==> src/rtl/uart_tx_param.sv <==
// uart_tx_param: parametrised UART transmitter with a valid/ready input handshake.
// Line format: idle-high, start bit 0, DATA_BITS data bits LSB first, optional
// parity bit (even/odd/mark), one or two stop bits. The baud divisor, parity mode
// and stop-bit count are sampled when a word is accepted. The whole frame is then
// sent with those settings, whatever the inputs do later.
// Optional feature: define UART_TX_BREAK_EN to add the break_req input. It lets the
// line be held low while idle. A guard period of one bit time follows the release.
module uart_tx_param #(
  parameter int DATA_BITS = 8,   // legal range 5..9
  parameter int CLK_DIV_W = 16   // width of the runtime baud divisor, at least 2
) (
  input  logic                 clk,
  input  logic                 rst,
  input  logic [CLK_DIV_W-1:0] clk_div,
  input  logic [1:0]           parity_mode,
  input  logic                 stop2,
`ifdef UART_TX_BREAK_EN
  input  logic                 break_req,
`endif
  input  logic                 tx_valid,
  input  logic [DATA_BITS-1:0] tx_data,
  output logic                 tx_ready,
  output logic                 serial_out,
  output logic                 active,
  output logic                 done
);

  localparam int IDX_W = $clog2(DATA_BITS);

  localparam logic [2:0] S_IDLE   = 3'd0;
  localparam logic [2:0] S_START  = 3'd1;
  localparam logic [2:0] S_DATA   = 3'd2;
  localparam logic [2:0] S_PARITY = 3'd3;
  localparam logic [2:0] S_STOP   = 3'd4;
`ifdef UART_TX_BREAK_EN
  localparam logic [2:0] S_BREAK  = 3'd5;
  localparam logic [2:0] S_GUARD  = 3'd6;
`endif

  logic [2:0]           state_q, state_d;
  logic [CLK_DIV_W-1:0] div_q, div_d;       // cycles per bit latched for this frame
  logic [CLK_DIV_W-1:0] cnt_q, cnt_d;       // cycle position inside the current bit
  logic [IDX_W-1:0]     idx_q, idx_d;       // data bit being sent
  logic [DATA_BITS-1:0] shreg_q, shreg_d;   // data word, shifted right one bit per data bit
  logic                 par_en_q, par_en_d;
  logic                 par_bit_q, par_bit_d;
  logic                 stop2_q, stop2_d;
  logic                 stop_idx_q, stop_idx_d;  // 0 = first stop bit, 1 = second
  logic                 serial_q, serial_d;
  logic                 ready_q, ready_d;
  logic                 active_q, active_d;
  logic                 done_q, done_d;

  logic [CLK_DIV_W-1:0] div_eff;
  logic                 bit_end;
  logic                 par_calc;

  // Effective divisor: 0 and 1 would give zero-length bits, so both are treated as 2.
  assign div_eff = (clk_div < CLK_DIV_W'(2)) ? CLK_DIV_W'(2) : clk_div;
  assign bit_end = (cnt_q == div_q - CLK_DIV_W'(1));

  // Parity bit of the word presented for acceptance.
  always_comb begin
    // NOTE: every combinational output gets a default first so no path leaves it
    // unassigned, which would otherwise infer a latch.
    par_calc = 1'b1;
    case (parity_mode)
      2'b01:   par_calc = ^tx_data;
      2'b10:   par_calc = ~^tx_data;
      default: par_calc = 1'b1;
    endcase
  end

  // Next-state logic for the frame sequencer.
  always_comb begin
    state_d    = state_q;
    div_d      = div_q;
    cnt_d      = cnt_q;
    idx_d      = idx_q;
    shreg_d    = shreg_q;
    par_en_d   = par_en_q;
    par_bit_d  = par_bit_q;
    stop2_d    = stop2_q;
    stop_idx_d = stop_idx_q;
    serial_d   = serial_q;
    ready_d    = ready_q;
    active_d   = active_q;
    done_d     = 1'b0;

    case (state_q)
      S_IDLE: begin
        serial_d = 1'b1;
        active_d = 1'b0;
        ready_d  = 1'b1;
`ifdef UART_TX_BREAK_EN
        if (break_req) begin
          state_d  = S_BREAK;
          div_d    = div_eff;
          cnt_d    = '0;
          serial_d = 1'b0;
          active_d = 1'b1;
          ready_d  = 1'b0;
        end else
`endif
        if (tx_valid && ready_q) begin
          state_d   = S_START;
          div_d     = div_eff;
          cnt_d     = '0;
          shreg_d   = tx_data;
          par_en_d  = |parity_mode;
          par_bit_d = par_calc;
          stop2_d   = stop2;
          serial_d  = 1'b0;
          active_d  = 1'b1;
          ready_d   = 1'b0;
        end
      end

      S_START: begin
        if (bit_end) begin
          state_d  = S_DATA;
          cnt_d    = '0;
          idx_d    = '0;
          serial_d = shreg_q[0];
        end else begin
          cnt_d = cnt_q + CLK_DIV_W'(1);
        end
      end

      S_DATA: begin
        if (bit_end) begin
          cnt_d = '0;
          if (idx_q == IDX_W'(DATA_BITS - 1)) begin
            if (par_en_q) begin
              state_d  = S_PARITY;
              serial_d = par_bit_q;
            end else begin
              state_d    = S_STOP;
              stop_idx_d = 1'b0;
              serial_d   = 1'b1;
            end
          end else begin
            idx_d    = idx_q + IDX_W'(1);
            shreg_d  = shreg_q >> 1;
            serial_d = shreg_q[1];
          end
        end else begin
          cnt_d = cnt_q + CLK_DIV_W'(1);
        end
      end

      S_PARITY: begin
        if (bit_end) begin
          state_d    = S_STOP;
          cnt_d      = '0;
          stop_idx_d = 1'b0;
          serial_d   = 1'b1;
        end else begin
          cnt_d = cnt_q + CLK_DIV_W'(1);
        end
      end

      S_STOP: begin
        serial_d = 1'b1;
        if (bit_end) begin
          cnt_d = '0;
          if (stop2_q && !stop_idx_q) begin
            stop_idx_d = 1'b1;
          end else begin
            // End of frame: ready again on the same edge as the done pulse.
            state_d  = S_IDLE;
            done_d   = 1'b1;
            active_d = 1'b0;
            ready_d  = 1'b1;
          end
        end else begin
          cnt_d = cnt_q + CLK_DIV_W'(1);
        end
      end

`ifdef UART_TX_BREAK_EN
      S_BREAK: begin
        if (!break_req) begin
          state_d  = S_GUARD;
          cnt_d    = '0;
          serial_d = 1'b1;
        end
      end

      S_GUARD: begin
        if (bit_end) begin
          state_d  = S_IDLE;
          cnt_d    = '0;
          active_d = 1'b0;
          ready_d  = 1'b1;
        end else begin
          cnt_d = cnt_q + CLK_DIV_W'(1);
        end
      end
`endif

      default: begin
        state_d  = S_IDLE;
        cnt_d    = '0;
        serial_d = 1'b1;
        active_d = 1'b0;
        ready_d  = 1'b0;
      end
    endcase
  end

  // State registers. Reset aborts any frame and drives the line high at once.
  always_ff @(posedge clk or posedge rst) begin
    // NOTE: sequential state uses non-blocking assignments so all registers update
    // together from the values they held before the edge.
    if (rst) begin
      state_q    <= S_IDLE;
      div_q      <= '0;
      cnt_q      <= '0;
      idx_q      <= '0;
      shreg_q    <= '0;
      par_en_q   <= 1'b0;
      par_bit_q  <= 1'b0;
      stop2_q    <= 1'b0;
      stop_idx_q <= 1'b0;
      serial_q   <= 1'b1;
      ready_q    <= 1'b0;
      active_q   <= 1'b0;
      done_q     <= 1'b0;
    end else begin
      state_q    <= state_d;
      div_q      <= div_d;
      cnt_q      <= cnt_d;
      idx_q      <= idx_d;
      shreg_q    <= shreg_d;
      par_en_q   <= par_en_d;
      par_bit_q  <= par_bit_d;
      stop2_q    <= stop2_d;
      stop_idx_q <= stop_idx_d;
      serial_q   <= serial_d;
      ready_q    <= ready_d;
      active_q   <= active_d;
      done_q     <= done_d;
    end
  end

  assign tx_ready   = ready_q;
  assign serial_out = serial_q;
  assign active     = active_q;
  assign done       = done_q;

endmodule

==> config.mk <==
export PLATFORM = sky130hd
export DESIGN_NAME = uart_tx_param
export DESIGN_NICKNAME = d
export VERILOG_FILES = /design/src/rtl/uart_tx_param.sv
export SDC_FILE = /design/constraint.sdc
export NUM_CORES = 1
export LEC_CHECK = 0
export BUFFER_PORTS_ARGS = -buffer_cell sky130_fd_sc_hd__buf_2
export CAP_MARGIN = 20
export CORE_MARGIN = 2
export CORE_UTILIZATION = 43
export DETAILED_ROUTE_END_ITERATION = 8
export PLACE_DENSITY = 0.63
export SYNTH_ARGS = -nofsm -noshare
export SYNTH_HDL_FRONTEND = slang
export SYNTH_SLANG_ARGS = --single-unit
==> constraint.sdc <==
create_clock -name clk -period 4.03 [get_ports clk]
set_input_delay 1.209 -clock clk [delete_from_list [all_inputs] [get_ports clk]]
set_output_delay 1.209 -clock clk [all_outputs]
set_load 0.05 [all_outputs]
==> metrics.txt, run 1 <==
Buf+Inv Stages, Crit Path 0; clock net sink count 54; CP Capture Type flip-flop; Net Sw Power 0.898 mW; TritonCTS clock tree built; PortBufs 33; Mean Syn Cell Area 9.61 µm²; Resize count post-CTS 0; outcome complete, no violations; NumNets Final 411; first-pass GRT wire length 11,900 µm; 1st-iter DRT viols 197; Cell Chain, Critical Path or4_4 > nor4_4 > mux2_2 > mux2i_1 > a32oi_1 > nor3_1 > a21oi_1 > or3_1; Yosys cell types 53; r2r startpoint div_q[2]; Hold Crit Start idx_q[0]; fin crit period 3140 ps; Multi-input gate area 1870 µm²; vias post-DR 2,578; HP Class reg2reg; FF-to-FF setup slack 890 ps; diode count 0; Post-synth EDFFs 0; number of vias per cell 5.40; CTS root buf clkbuf_8; clk slew on worst S/H paths 100 ps; Gate power share 0.404; Seq. cell area 1350 µm²; final core utilization 0.484; Tot Pwr 2.25 mW; Post-Place Setup Slack 881 ps; max_cap viols 0; TritonCTS Buffers 5; Post-Synthesis Cells 348; vias in the first global route 2,481; wire length per cell 14.1 µm; fraction of the yosys area taken by sequential cells 0.405; share of layout cells above drive strength 1 0.229; DRC viols 0; Achievable Freq 0.318 GHz; crit path max fanout 8; synthesis warning total 0; die span in y 92.2 µm; CP Class reg2reg; Slowest cell on crit path or4_4; hpwl dp 4950 µm; endpoints failing setup 0; Net Count, Synth 385; Fin. Hold Viols 0; Leak Pwr 1.63 nW; terminus of the critical flop-to-flop path active; initial antenna violation count 0; Setup Total Neg Slack 0 ps; Clock Latency Late Sink 310 ps; Initial Utilization 0.437; P&R area growth vs syn 10.8%; measured slew at the worst slew-check pin 742 ps; Sequential Power Share 0.439; hold depth 1; All-Layer GR Usage 0.173; CP Launch Type flip-flop; die footprint 8500 µm²; gpl congestion 0.824; Post-DRT Antenna Nets 0; Power Internal 1.35 mW; Max H-tree Level 2; Final Max Tran Viols 0; PD cells 607 nW/µm²; Top delay family on crit path simple AND/OR/NAND/NOR gates; Net Sw Frac 0.400; Post-CTS Setup Bufs 0; Final WS setup 890 ps; Peak supply drop 348 µV; Slew headroom 0.505; # hold bufs at CTS 0; Worst Path Required 4220 ps; Seq cells post-synth 54; cell row count 32; Ports 34; largest net degree at the start of global routing 36; Post-synth ARST share 1.00; CTS Buffer Depth 2; Hold Path End idx_q[0]; Filler cells 723; drt total wl 6730 µm; Final Cell Area 3700 µm²; skew final 6.36 ps; Core Region 7650 µm²; Primary FF master, synth dfrtp_1; CP arrival 3340 ps; RSZ-0062 raised after global routing no; Mapped Area 3340 µm²; power share of the clock group 0.157; Post-DP Area 3590 µm²; reg2reg path depth 8; fin crit share 0.779; drt first pass iters 5; Slowest Stage Delay on Critical Path 600 ps; GR Overflow Total 0; die width 92.2 µm
## layer usage
metal,vias up,GRT usage,share of wire
met5,-,0,0
met4,0,0.0485,0.014
met1,1234,0.255,0.52
met2,35,0.265,0.44
li1,1302,-,-
met3,7,0.0271,0.027
## cell usage in the layout, fill, tap and decap left out, types with 8 or more instances in the layout
master / synthesis / final
nor3_1: 9 / 9
a21oi_1: 13 / 13
inv_1: 13 / 12
nand3_1: 10 / 10
nor2_1: 25 / 25
clkbuf_8: 0 / 8
xor2_1: 9 / 9
nand2_1: 21 / 21
dfrtp_1: 53 / 53
nand2b_1: 8 / 8
xnor2_1: 17 / 17
buf_2: 3 / 33
mux2i_1: 11 / 11
o21ai_0: 26 / 26
nor3b_1: 9 / 9
mux2_2: 29 / 29
## area by class of cell
class	count	share of cell area
clock buffer	8	0.0297
inverter	13	0.0132
multi-input combinational	263	0.505
sequential	54	0.365
tap	102	0.0345
timing repair buffer	37	0.0527
## state kept, by name, indices dropped and copies added (netlist names)
name / flops
state_q: 3
idx_q: 3
div_q: 16
done: 1
shreg_q: 8
par_en_q: 1
cnt_q: 16
stop_idx_q: 1
active: 1
stop2_q: 1
tx_ready: 1
serial_out: 1
par_bit_q: 1
## how the worst max path moves through the flow
stage / cells after the start / to / slack (ps) / start
final: 8 / active / 890 / div_q[2]
after global routing: 8 / active / 670 / div_q[2]
after CTS: 8 / active / 870 / div_q[2]
after detailed placement: 8 / active / 880 / div_q[2]
after global placement: 8 / active / 940 / div_q[2]
after floorplan: 10 / idx_q[0] / 1050 / div_q[3]
## metrics by stage
stage          std cells  hold WS [ps]
2_1_floorplan        348           444
3_3_place_gp         469           480
3_5_place_dp         469           478
4_1_cts              477           495
5_1_grt              477           536
6_report             477           498
## kinds of logic (layout without fill, tap and decap cells)
group | after synthesis | in the layout | synth area share
mux | 40 | 40 | 0.131
compound gates | 68 | 68 | 0.130
flops | 54 | 54 | 0.405
fa+ha+maj | 7 | 7 | 0.0262
xor+xnor | 26 | 26 | 0.0681
buf+inv | 31 | 58 | 0.0382
simple gates | 122 | 122 | 0.202
## Yosys cell counts (2+ instances only)
| cell | number | area, µm² |
|---|---|---|
| nor4_1 | 7 | 43.8 |
| xnor2_1 | 17 | 149 |
| nand4_1 | 5 | 31.3 |
| a31o_2 | 2 | 17.5 |
| nand2b_1 | 8 | 50.1 |
| and2_1 | 2 | 12.5 |
| ha_1 | 7 | 87.6 |
| nand4b_1 | 2 | 17.5 |
| clkbuf_1 | 14 | 52.6 |
| o21ai_0 | 26 | 130 |
| a211oi_1 | 2 | 15.0 |
| mux2_2 | 29 | 327 |
| inv_1 | 13 | 48.8 |
| o311ai_0 | 3 | 26.3 |
| nor3_1 | 9 | 45.0 |
| nand3b_1 | 4 | 30.0 |
| buf_2 | 3 | 15.0 |
| xor2_1 | 9 | 78.8 |
| and3_1 | 6 | 37.5 |
| a21oi_1 | 13 | 65.1 |
| or3_1 | 5 | 31.3 |
| nand2_1 | 21 | 78.8 |
| nor3b_1 | 9 | 67.6 |
| nand3_1 | 10 | 50.1 |
| nor2b_1 | 2 | 12.5 |
| mux2i_1 | 11 | 110 |
| dfrtp_1 | 53 | 1330 |
| nor2_1 | 25 | 93.8 |
| a21o_1 | 7 | 52.6 |
## worst register-to-register path: stages (launching register included)
cell	delay (ps)
dfrtp_1	460
or4_4	600
nor4_4	340
mux2_2	370
mux2i_1	130
a32oi_1	150
nor3_1	510
a21oi_1	120
or3_1	350
## power by group through the flow
stage / clock network, mW / logic (mW) / registers [mW]
2_1_floorplan: 0 / 0.759 / 0.936
3_3_place_gp: 0 / 0.900 / 0.986
3_5_place_dp: 0 / 0.910 / 0.994
4_1_cts: 0.362 / 0.914 / 0.983
5_1_grt: 0.384 / 1.02 / 1.03
6_report: 0.354 / 0.907 / 0.986
Note: power is estimated with default switching activity, not from simulation.
==> run 2: changes to the inputs <==
Settings changed: PLACE_DENSITY 0.63 to 0.66.
Clock period 4.03 ns to 2.7 ns, I/O delays scaled along.
==> run 2 against run 1 <==
The flow now finishes with violations (setup timing); sequential power increased by 41%; power increased by 72%; cell count increased by 7.5%; sequential share of layout area decreased by 4.2 points; cell area increased by 13%.
==> metrics.txt, run 2 (synthesis gave the netlist of run 1 again) <==
outcome finished, violations left; failing checks setup timing; Post-Place Setup Slack -161 ps; Multi-input gate area 2040 µm²; HP Class reg2reg; Slew headroom 0.568; biggest registers after layout cnt_q x16, div_q x16, shreg_q x8; Leak Pwr 1.89 nW; Peak supply drop 480 µV; Clock Latency Late Sink 310 ps; FF-to-FF setup slack -140 ps; RSZ-0062 raised after global routing yes; P&R area growth vs syn 25.2%; NumNets Final 447; skew final 7.74 ps; vias in the first global route 2,640; die footprint 8500 µm²; drt total wl 7520 µm; Achievable Freq 0.352 GHz; cell row count 32; 1st-iter DRT viols 147; diode count 0; clock net sink count 54; Filler cells 649; most frequent cells in the layout dfrtp_1 (53), buf_2 (33), buf_4 (32); measured slew at the worst slew-check pin 645 ps; wire length per cell 14.7 µm; die width 92.2 µm; share of layout cells above drive strength 1 0.343; Ports 34; first-pass GRT wire length 12,500 µm; initial antenna violation count 0; PD cells 926 nW/µm²; Core Region 7650 µm²; clk slew on worst S/H paths 100 ps; PortBufs 33; DRC viols 0; commonest non-fill, non-tap cell in the layout dfrtp_1; Seq. cell area 1350 µm²; fin crit period 2840 ps; CTS root buf clkbuf_8; Initial Utilization 0.437; vias post-DR 2,760; largest net degree at the start of global routing 29; Post-DRT Antenna Nets 0; Final Cell Area 4190 µm²; crit path max fanout 5; max_cap viols 0; Tot Pwr 3.88 mW; gpl congestion 0.815; CP Capture Type flip-flop; TritonCTS clock tree built; Final WS setup -138 ps; Final Max Tran Viols 0; GR Overflow Total 0; TritonCTS Buffers 5; Max H-tree Level 2; CP Class reg2reg; CP arrival 3080 ps; fin crit share 1.05; Fin. Hold Viols 0; number of vias per cell 5.38; All-Layer GR Usage 0.181; Worst Path Required 2940 ps; drt first pass iters 4; Post-DP Area 3860 µm²; CTS Buffer Depth 2; # hold bufs at CTS 0; CP Launch Type flip-flop; die span in y 92.2 µm; endpoints failing setup 23; hpwl dp 5360 µm
-- run 2: cell count changes in the layout (fill, tap and decap cells not counted), moves of 3 or more --
cell / before / now
mux2_2: 29 / 22
o21ai_2: 1 / 5
buf_6: 0 / 5
o21ai_0: 26 / 11
nor3b_1: 9 / 6
o21ai_1: 1 / 10
mux2_4: 0 / 7
nor3b_2: 0 / 3
buf_4: 4 / 32
-- run 2: repair_timing --
item | 4_1_cts | 5_1_grt
buffers inserted | 1 | 5
resized for setup | 1 | 43
cloned | 0 | 2
pin swaps | 0 | 13
endpoints found under the setup margin | 26 | 35
-- run 2: per-stage QoR --
step                      hold WS, ps  utilization  cells  setup TNS, ps
after global routing              525        0.547    513          -4210
after detailed placement          487        0.504    497          -1680
after floorplan                   444            -    348           -475
final                             503        0.547    513          -1450
after global placement            470        0.504    497           -520
after CTS                         506        0.518    506          -2190
-- run 2: area by class of cell --
cell class	instances	area share
Timing Repair Buffer	73	0.126
Clock inverter	1	0.00120
Inverter	13	0.0117
Tap cell	102	0.0305
Sequential cell	54	0.323
Multi-Input combinational cell	263	0.487
Clock buffer	7	0.0206
-- run 2: routing by layer --
layer | part of all wire | vias up | track usage
li1 | - | 1374 | -
met1 | 0.49 | 1343 | 0.257
met2 | 0.48 | 36 | 0.290
met3 | 0.021 | 7 | 0.0255
met4 | 0.011 | 0 | 0.0522
met5 | 0 | - | 0
-- run 2: power breakdown --
group | leakage, nW | internal (mW) | switching, mW
clock network | 0.0482 | 0.208 | 0.272
logic | 1.16 | 1.04 | 0.967
registers | 0.674 | 1.10 | 0.292
total | 1.89 | 2.34 | 1.53
-- run 2: final timing paths --
kind / from / end / cells past startpoint
max: div_q[10] / idx_q[0] / 8
min reg2reg: idx_q[0] / idx_q[0] / 1
max reg2reg: div_q[10] / idx_q[0] / 8
min: idx_q[0] / idx_q[0] / 1
min in group asynchronous: rst / div_q[0] / 2
max in group asynchronous: rst / cnt_q[6] / 3
-- run 2: worst max-delay path: stages, from the launching register on --
cell     delay [ps]
dfrtp_1         390
or4_4           550
nor4_4          270
mux2_4          340
mux2i_4         170
a32oi_4         110
or3_4           430
or3b_1          380
o21ai_1         130
